[config.mk]
export PLATFORM = sky130hd
export DESIGN_NAME = unified_mem_arbiter
export DESIGN_NICKNAME = d
export VERILOG_FILES = /design/src/rtl/unified_mem_arbiter.sv
export SDC_FILE = /design/constraint.sdc
export NUM_CORES = 1
export LEC_CHECK = 0
export ABC_CLOCK_PERIOD_IN_PS = 6830
export CAP_MARGIN = 0
export CORE_MARGIN = 5
export CORE_UTILIZATION = 30
export CTS_CLUSTER_SIZE = 20
export DETAILED_ROUTE_END_ITERATION = 8
export PLACE_DENSITY = 0.73
export SYNTH_ARGS = -nofsm -noshare
export SYNTH_HDL_FRONTEND = slang
export SYNTH_SLANG_ARGS = --single-unit
[constraint.sdc]
create_clock -name clk -period 6.83 [get_ports clk]
set_input_delay 0.683 -clock clk [delete_from_list [all_inputs] [get_ports clk]]
set_output_delay 0.683 -clock clk [all_outputs]
set_load 0.02 [all_outputs]
[src/rtl/unified_mem_arbiter.sv]
// unified_mem_arbiter: shares one single-ported, fixed-latency memory between
// the instruction-fetch port and the data port. Data has priority, and a
// starvation counter forces a fetch grant after STARVE_MAX consecutive data
// grants taken while a fetch was waiting. One transaction is in flight at a
// time. Every output comes straight from a flop.
module unified_mem_arbiter #(
  parameter int ADDR_W     = 32,
  parameter int DATA_W     = 32,
  parameter int MEM_LAT    = 2,
  parameter int STARVE_MAX = 4
) (
  input  logic              clk,
  input  logic              reset,
  input  logic              if_req,
  input  logic [ADDR_W-1:0] if_addr,
  output logic [DATA_W-1:0] if_rdata,
  output logic              if_ready,
  input  logic              d_req,
  input  logic              d_we,
  input  logic [ADDR_W-1:0] d_addr,
  input  logic [DATA_W-1:0] d_wdata,
  output logic [DATA_W-1:0] d_rdata,
  output logic              d_ready,
  output logic              mem_en,
  output logic              mem_we,
  output logic [ADDR_W-1:0] mem_addr,
  output logic [DATA_W-1:0] mem_wdata,
  input  logic [DATA_W-1:0] mem_rdata
);

  localparam logic [1:0] S_IDLE  = 2'd0;
  localparam logic [1:0] S_ISSUE = 2'd1;
  localparam logic [1:0] S_WAIT  = 2'd2;
  localparam logic [1:0] S_RESP  = 2'd3;

  localparam logic [3:0] LAT_INIT   = 4'(MEM_LAT);
  localparam logic [3:0] STARVE_LIM = 4'(STARVE_MAX);

  logic [1:0]        state_q,     state_d;
  logic [3:0]        lat_cnt_q,   lat_cnt_d;
  logic [3:0]        starve_q,    starve_d;
  logic              grant_if_q,  grant_if_d;
  logic              mem_en_q,    mem_en_d;
  logic              mem_we_q,    mem_we_d;
  logic [ADDR_W-1:0] mem_addr_q,  mem_addr_d;
  logic [DATA_W-1:0] mem_wdata_q, mem_wdata_d;
  logic [DATA_W-1:0] if_rdata_q,  if_rdata_d;
  logic [DATA_W-1:0] d_rdata_q,   d_rdata_d;
  logic              if_ready_q,  if_ready_d;
  logic              d_ready_q,   d_ready_d;
  logic              pick_if;

  // Next-state logic: grant selection, latency countdown and response capture.
  always_comb begin
    state_d     = state_q;
    lat_cnt_d   = lat_cnt_q;
    starve_d    = starve_q;
    grant_if_d  = grant_if_q;
    mem_en_d    = 1'b0;
    mem_we_d    = mem_we_q;
    mem_addr_d  = mem_addr_q;
    mem_wdata_d = mem_wdata_q;
    if_rdata_d  = if_rdata_q;
    d_rdata_d   = d_rdata_q;
    if_ready_d  = 1'b0;
    d_ready_d   = 1'b0;
    pick_if     = if_req && (!d_req || (starve_q == STARVE_LIM));

    case (state_q)
      S_IDLE: begin
        if (if_req || d_req) begin
          grant_if_d  = pick_if;
          mem_en_d    = 1'b1;
          mem_we_d    = pick_if ? 1'b0 : d_we;
          mem_addr_d  = pick_if ? if_addr : d_addr;
          mem_wdata_d = pick_if ? mem_wdata_q : d_wdata;
          if (pick_if) begin
            starve_d = '0;
          end else if (if_req) begin
            starve_d = (starve_q == STARVE_LIM) ? STARVE_LIM : starve_q + 4'd1;
          end else begin
            starve_d = '0;
          end
          state_d = S_ISSUE;
        end
      end
      S_ISSUE: begin
        lat_cnt_d = LAT_INIT;
        state_d   = S_WAIT;
      end
      S_WAIT: begin
        lat_cnt_d = lat_cnt_q - 4'd1;
        // The count reaches zero on this edge: mem_rdata is valid right now.
        if (lat_cnt_q == 4'd1) begin
          if (grant_if_q) begin
            if_rdata_d = mem_rdata;
            if_ready_d = 1'b1;
          end else begin
            if (!mem_we_q) begin
              d_rdata_d = mem_rdata;
            end
            d_ready_d = 1'b1;
          end
          state_d = S_RESP;
        end
      end
      default: begin
        state_d = S_IDLE;
      end
    endcase
  end

  // State and output registers; asynchronous reset aborts any transaction.
  always_ff @(posedge clk or posedge reset) begin
    if (reset) begin
      state_q     <= S_IDLE;
      lat_cnt_q   <= '0;
      starve_q    <= '0;
      grant_if_q  <= 1'b0;
      mem_en_q    <= 1'b0;
      mem_we_q    <= 1'b0;
      mem_addr_q  <= '0;
      mem_wdata_q <= '0;
      if_rdata_q  <= '0;
      d_rdata_q   <= '0;
      if_ready_q  <= 1'b0;
      d_ready_q   <= 1'b0;
    end else begin
      state_q     <= state_d;
      lat_cnt_q   <= lat_cnt_d;
      starve_q    <= starve_d;
      grant_if_q  <= grant_if_d;
      mem_en_q    <= mem_en_d;
      mem_we_q    <= mem_we_d;
      mem_addr_q  <= mem_addr_d;
      mem_wdata_q <= mem_wdata_d;
      if_rdata_q  <= if_rdata_d;
      d_rdata_q   <= d_rdata_d;
      if_ready_q  <= if_ready_d;
      d_ready_q   <= d_ready_d;
    end
  end

  assign if_rdata  = if_rdata_q;
  assign if_ready  = if_ready_q;
  assign d_rdata   = d_rdata_q;
  assign d_ready   = d_ready_q;
  assign mem_en    = mem_en_q;
  assign mem_we    = mem_we_q;
  assign mem_addr  = mem_addr_q;
  assign mem_wdata = mem_wdata_q;

endmodule

Word level (Yosys, flattened, before mapping)
Cells that the tools add are included.

Bits in registers: 143. Bits in latches: 0. Bits in writable memories: 0. Bits in read-only memories: 0. Memories kept: 0.

$add $sub $neg: 2. $mul: 0. Div/mod/pow operators: 0. Order comparisons: 0. Equal/unequal tests: 6. Shift operators: 0. Mux-type cells: 17. Bitwise operators: 3. Reductions and logical operators: 11.

Operators with widths (number): $mux W32 (1); $mux W4 (3); $mux W1 (9); $pmux W4 S2 (1); $pmux W2 S3 (1); $reduce_and A3 Y1 (2); $add A4 B1 Y4 const B (1); $eq A4 B1 Y1 const B (1); $eq A4 B3 Y1 const B (1); $mux W2 (2); $ne A2 B2 Y1 const B (2); $reduce_and A2 Y1 (2); $reduce_and A4 Y1 (1); $sub A4 B1 Y4 const B (1); $not A1 Y1 (3); $eq A2 B1 Y1 const B (1); $eq A2 B2 Y1 const B (1); $logic_not A2 Y1 (1); $logic_or A1 B1 Y1 (2); $reduce_bool A2 Y1 (1); $logic_and A1 B1 Y1 (1); $logic_not A1 Y1 (1).

Longest topological paths before layout
Depth in word-level cells: 5. Gate-level depth with buffers: 8.

Worst setup path after synthesis
OpenSTA, ideal clock, no wires.

Kind: register -> register. From: register lat_cnt_q[1]. To: register d_rdata_q[0] (netlist: d_rdata[0]). Library setup time: 0.125 ns. Data arrival time: 1.930 ns. Required time: 6.705 ns. Setup slack: 4.775 ns. Cell stages (with the launch flop): 8. Cell sequence: dfrtp_1 > inv_1 > ha_1 > or3b_4 > or4_4 > buf_6 > buf_12 > mux2_4.

Word-level cells in the longest chain between the ends: 2.

RTL lines: from (decl) (RTL line 40) `logic [3:0] lat_cnt_q, lat_cnt_d;`; from (signal assigned) (RTL line 130) `lat_cnt_q <= lat_cnt_d;`; $eq A4 B1 Y1 (RTL line 94) `if (lat_cnt_q == 4'd1) begin`; $reduce_and A4 Y1 (no line); to (signal assigned) (RTL line 138) `d_rdata_q <= d_rdata_d;`; to (decl) (RTL line 48) `logic [DATA_W-1:0] d_rdata_q, d_rdata_d;`.

No other way between the ends. A chain may end at the register's enable or synchronous reset.

Final worst setup path
From: input port d_req. To: register mem_wdata_q[25] (netlist: mem_wdata[25]).

Word-level cells in the longest chain between the ends: 5. Elaborated cells between the ends (all ways): 6.

RTL lines: from (decl) (RTL line 18) `input logic d_req,`; $logic_not A1 Y1 (RTL line 67) `pick_if = if_req && (!d_req || (starve_q == STARVE_LIM));`; $logic_or A1 B1 Y1 (RTL line 67); $logic_and A1 B1 Y1 (RTL line 67); $not A1 Y1 (no line); $reduce_and A3 Y1 (no line) (*); to (signal assigned) (RTL line 136) `mem_wdata_q <= mem_wdata_d;`; to (decl) (RTL line 46) `logic [DATA_W-1:0] mem_wdata_q, mem_wdata_d;`.

Mark *: on every way between the ends. The rest lies on a longest branch, timed or not.

==> flow_summary.toml <==
[global_route]
grt_pass1_vias = 4739
grt_usage_pct = 14.5
grt_overflow = 0
antenna_found_initial = 0
grt_pass1_wl_mm = 25.4
grt_max_degree = 76

[setup_path]
r2r_cells = 5
r2r_slack_ns = 4.52
cp_max_fo = 65
startpoint_type = "primary input"
critPathKind = "primary input to flop"
cp.required_ns = 7.12
critical_path.endpoint_type = "flop"
worstReg2RegEnd = "d_rdata[12]"
rr_startpoint = "lat_cnt_q[1]"
worstPathArrival_ns = 2.66

[place]
place_congestion = 0.844
placed_cells = 900
pre_cts_ws_ns = 3.78
portBuffers = 264
hpwl_mm = 12.0

[sta]
fmax_mhz = 423
setup_viol_count_final = 0
period_minus_slack_ns = 2.37
hold_violations = 0
drv_slew = 0
tns_ns = 0
holdWs_ns = 0.502
tightest_slew_ns = 0.935
worst_slack_ns = 4.46
maxSlewHeadroom_pct = 37.7
rsz0062_at_grt = "false"
finClkSkew_ns = 0.0104
finalCritPeriodShare_pct = 34.6

[power]
netSwitchingFraction_pct = 35.6
p_int_uw = 2950
p_leak_uw = 0.00396
combPwrFrac_pct = 48.5
switching_power_uw = 1630
ir_worst_vdd_v = 0.000231
powerDensity_mw_per_mm2 = 491
seq_power_share_pct = 32.7
power_frac_clock_pct = 18.8

[floorplan]
io_pins = 265
die_h_um = 150
start_util_pct = 30.3
core-area_mm2 = 0.0193
die_area_mm2 = 0.0224
chipWidth_um = 150
rows = 51

[route]
viasPerCell = 4.58
drc = 0
drtPass1Iterations = 4
via_count = 4277
routed_wirelength_mm = 16.2
ant_nets = 0
drtIter0Drc = 111
routedWlPerCell_um = 17.3

[clock_tree]
cts-root-buf = "clkbuf_16"
ctsLongestPathBuffers = 2
clkTransAtPathRegs_ns = 0.06
cts_resized = 0
cts.sinks = 143
cts_hold_buf = 0
cts_setup_buffers = 0
clk_latency_ns = 0.41
numCtsBuffers = 17
cts_tree = "yes"
htreeDepth = 4

[finish]
final_common_cell = "clkdlybuf4s50_1"
fin_nets = 795
antenna_cells = 0
area_growth_pct = 59.3
final_cell_mix = "clkdlybuf4s50_1 (264), dfrtp_1 (143), mux2_2 (67)"
final_cell_count_no_fill = 933
drive_gt1_share_pct = 21.1

[synth]
postSynthAreaPerCell_um2 = 15.0
synth_cell_type_count = 35
synthesis.area_mm2 = 0.00585
synth_seq_area_share_pct = 61.1
synth_ff_type = "dfrtp_1"
syn-num-nets = 530
async_reset_ff_share_pct = 100
synth_edf_count = 0
ys_top_cells_by_area = "dfrtp_1 (61%), mux2_2 (13%), mux2_4 (7.7%)"
netlist_instances = 390
synth_top_area_cell = "dfrtp_1"
synth_top_area_share_pct = 61.1
yosys_warnings = 0
synth-seq-cells = 143

[min_path]
hp-class = "flop to flop"
holdCritStartpoint = "grant_if_q"
hold_path_end = "d_ready"
holdPathStages = 1

[run]
drv_cap = 0

[run_status]
status = "complete, no violations"
[cell families after synthesis]
logic type      after synthesis  synth area share, %
compound gates               50                 7.55
mux                          98                 20.8
simple gates                 55                 5.60
flops                       143                 61.1
fa+ha+maj                     7                 1.50
buf+inv                      37                 3.46
[metal layers]
layer | track usage (%) | share of wire [%] | up-vias
met5 | 0 | 0 | -
li1 | - | - | 1933
met2 | 23.7 | 48 | 212
met1 | 16.9 | 38 | 2110
met4 | 5.49 | 1.9 | 0
met3 | 6.39 | 12 | 22
[area by class of cell]
type | instances | area (µm²)
Clock buffer | 19 | 453
Clock inverter | 13 | 104
Timing Repair Buffer | 269 | 2700
Sequential cell | 143 | 3580
Tap cell | 265 | 332
Inverter | 14 | 57.6
Fill cell | 1686 | 10000
Multi-Input combinational cell | 210 | 2100
[Yosys cell counts (2+ instances only)]
| master | number |
|---|---|
| dfrtp_1 | 143 |
| mux2_2 | 67 |
| a221o_1 | 32 |
| mux2_4 | 30 |
| and2_1 | 19 |
| and2_0 | 14 |
| inv_1 | 14 |
| clkbuf_1 | 13 |
| ha_1 | 7 |
| buf_2 | 6 |
| nand2_1 | 6 |
| o21ai_0 | 4 |
| o22ai_1 | 4 |
| buf_12 | 3 |
| nand3_1 | 3 |
| nor2_1 | 3 |
| a21oi_1 | 2 |
| a31oi_1 | 2 |
| nor3_1 | 2 |
[sequential cells by signal (all words and copies together) (netlist names)]
| name | cells |
|---|---|
| state_q | 2 |
| if_rdata | 32 |
| mem_wdata | 32 |
| d_ready | 1 |
| if_ready | 1 |
| grant_if_q | 1 |
| mem_en | 1 |
| mem_we | 1 |
| lat_cnt_q | 4 |
| starve_q | 4 |
| mem_addr | 32 |
| d_rdata | 32 |
[power groups by stage]
stage,Clock (µW),Combinational (µW),Sequential (µW)
after floorplan,0,692,1950
after global placement,0,2170,1500
after detailed placement,0,2220,1510
after CTS,890,2230,1510
after global routing,921,2350,1560
final,861,2220,1500
[metrics by stage]
stage | util (%) | area (µm²) | total power [µW]
after floorplan | - | 5850 | 2650
after global placement | 45.2 | 8740 | 3670
after detailed placement | 45.2 | 8740 | 3730
after CTS | 48.1 | 9300 | 4620
after global routing | 48.2 | 9320 | 4830
final | 48.2 | 9320 | 4580
[worst max-delay path, cell delays in order]
cell and delay, ns:
clkdlybuf4s50_1 0.57, nand2_1 0.13, a41oi_4 0.18, buf_4 0.60, mux2_2 0.42
[how the worst max path moves through the flow]
stage / start / to / slack, ns / cells past startpoint
final: d_req / mem_wdata[25] / 4.46 / 5
after global placement: if_req / starve_q[2] / 4.02 / 5
after floorplan: reset / d_rdata[0] / 2.31 / 1
after global routing: reset / d_rdata[8] / 4.36 / 3
after CTS: if_req / starve_q[2] / 4.26 / 5
after detailed placement: if_req / starve_q[2] / 3.78 / 5
Power figures use the tool's default switching activity.
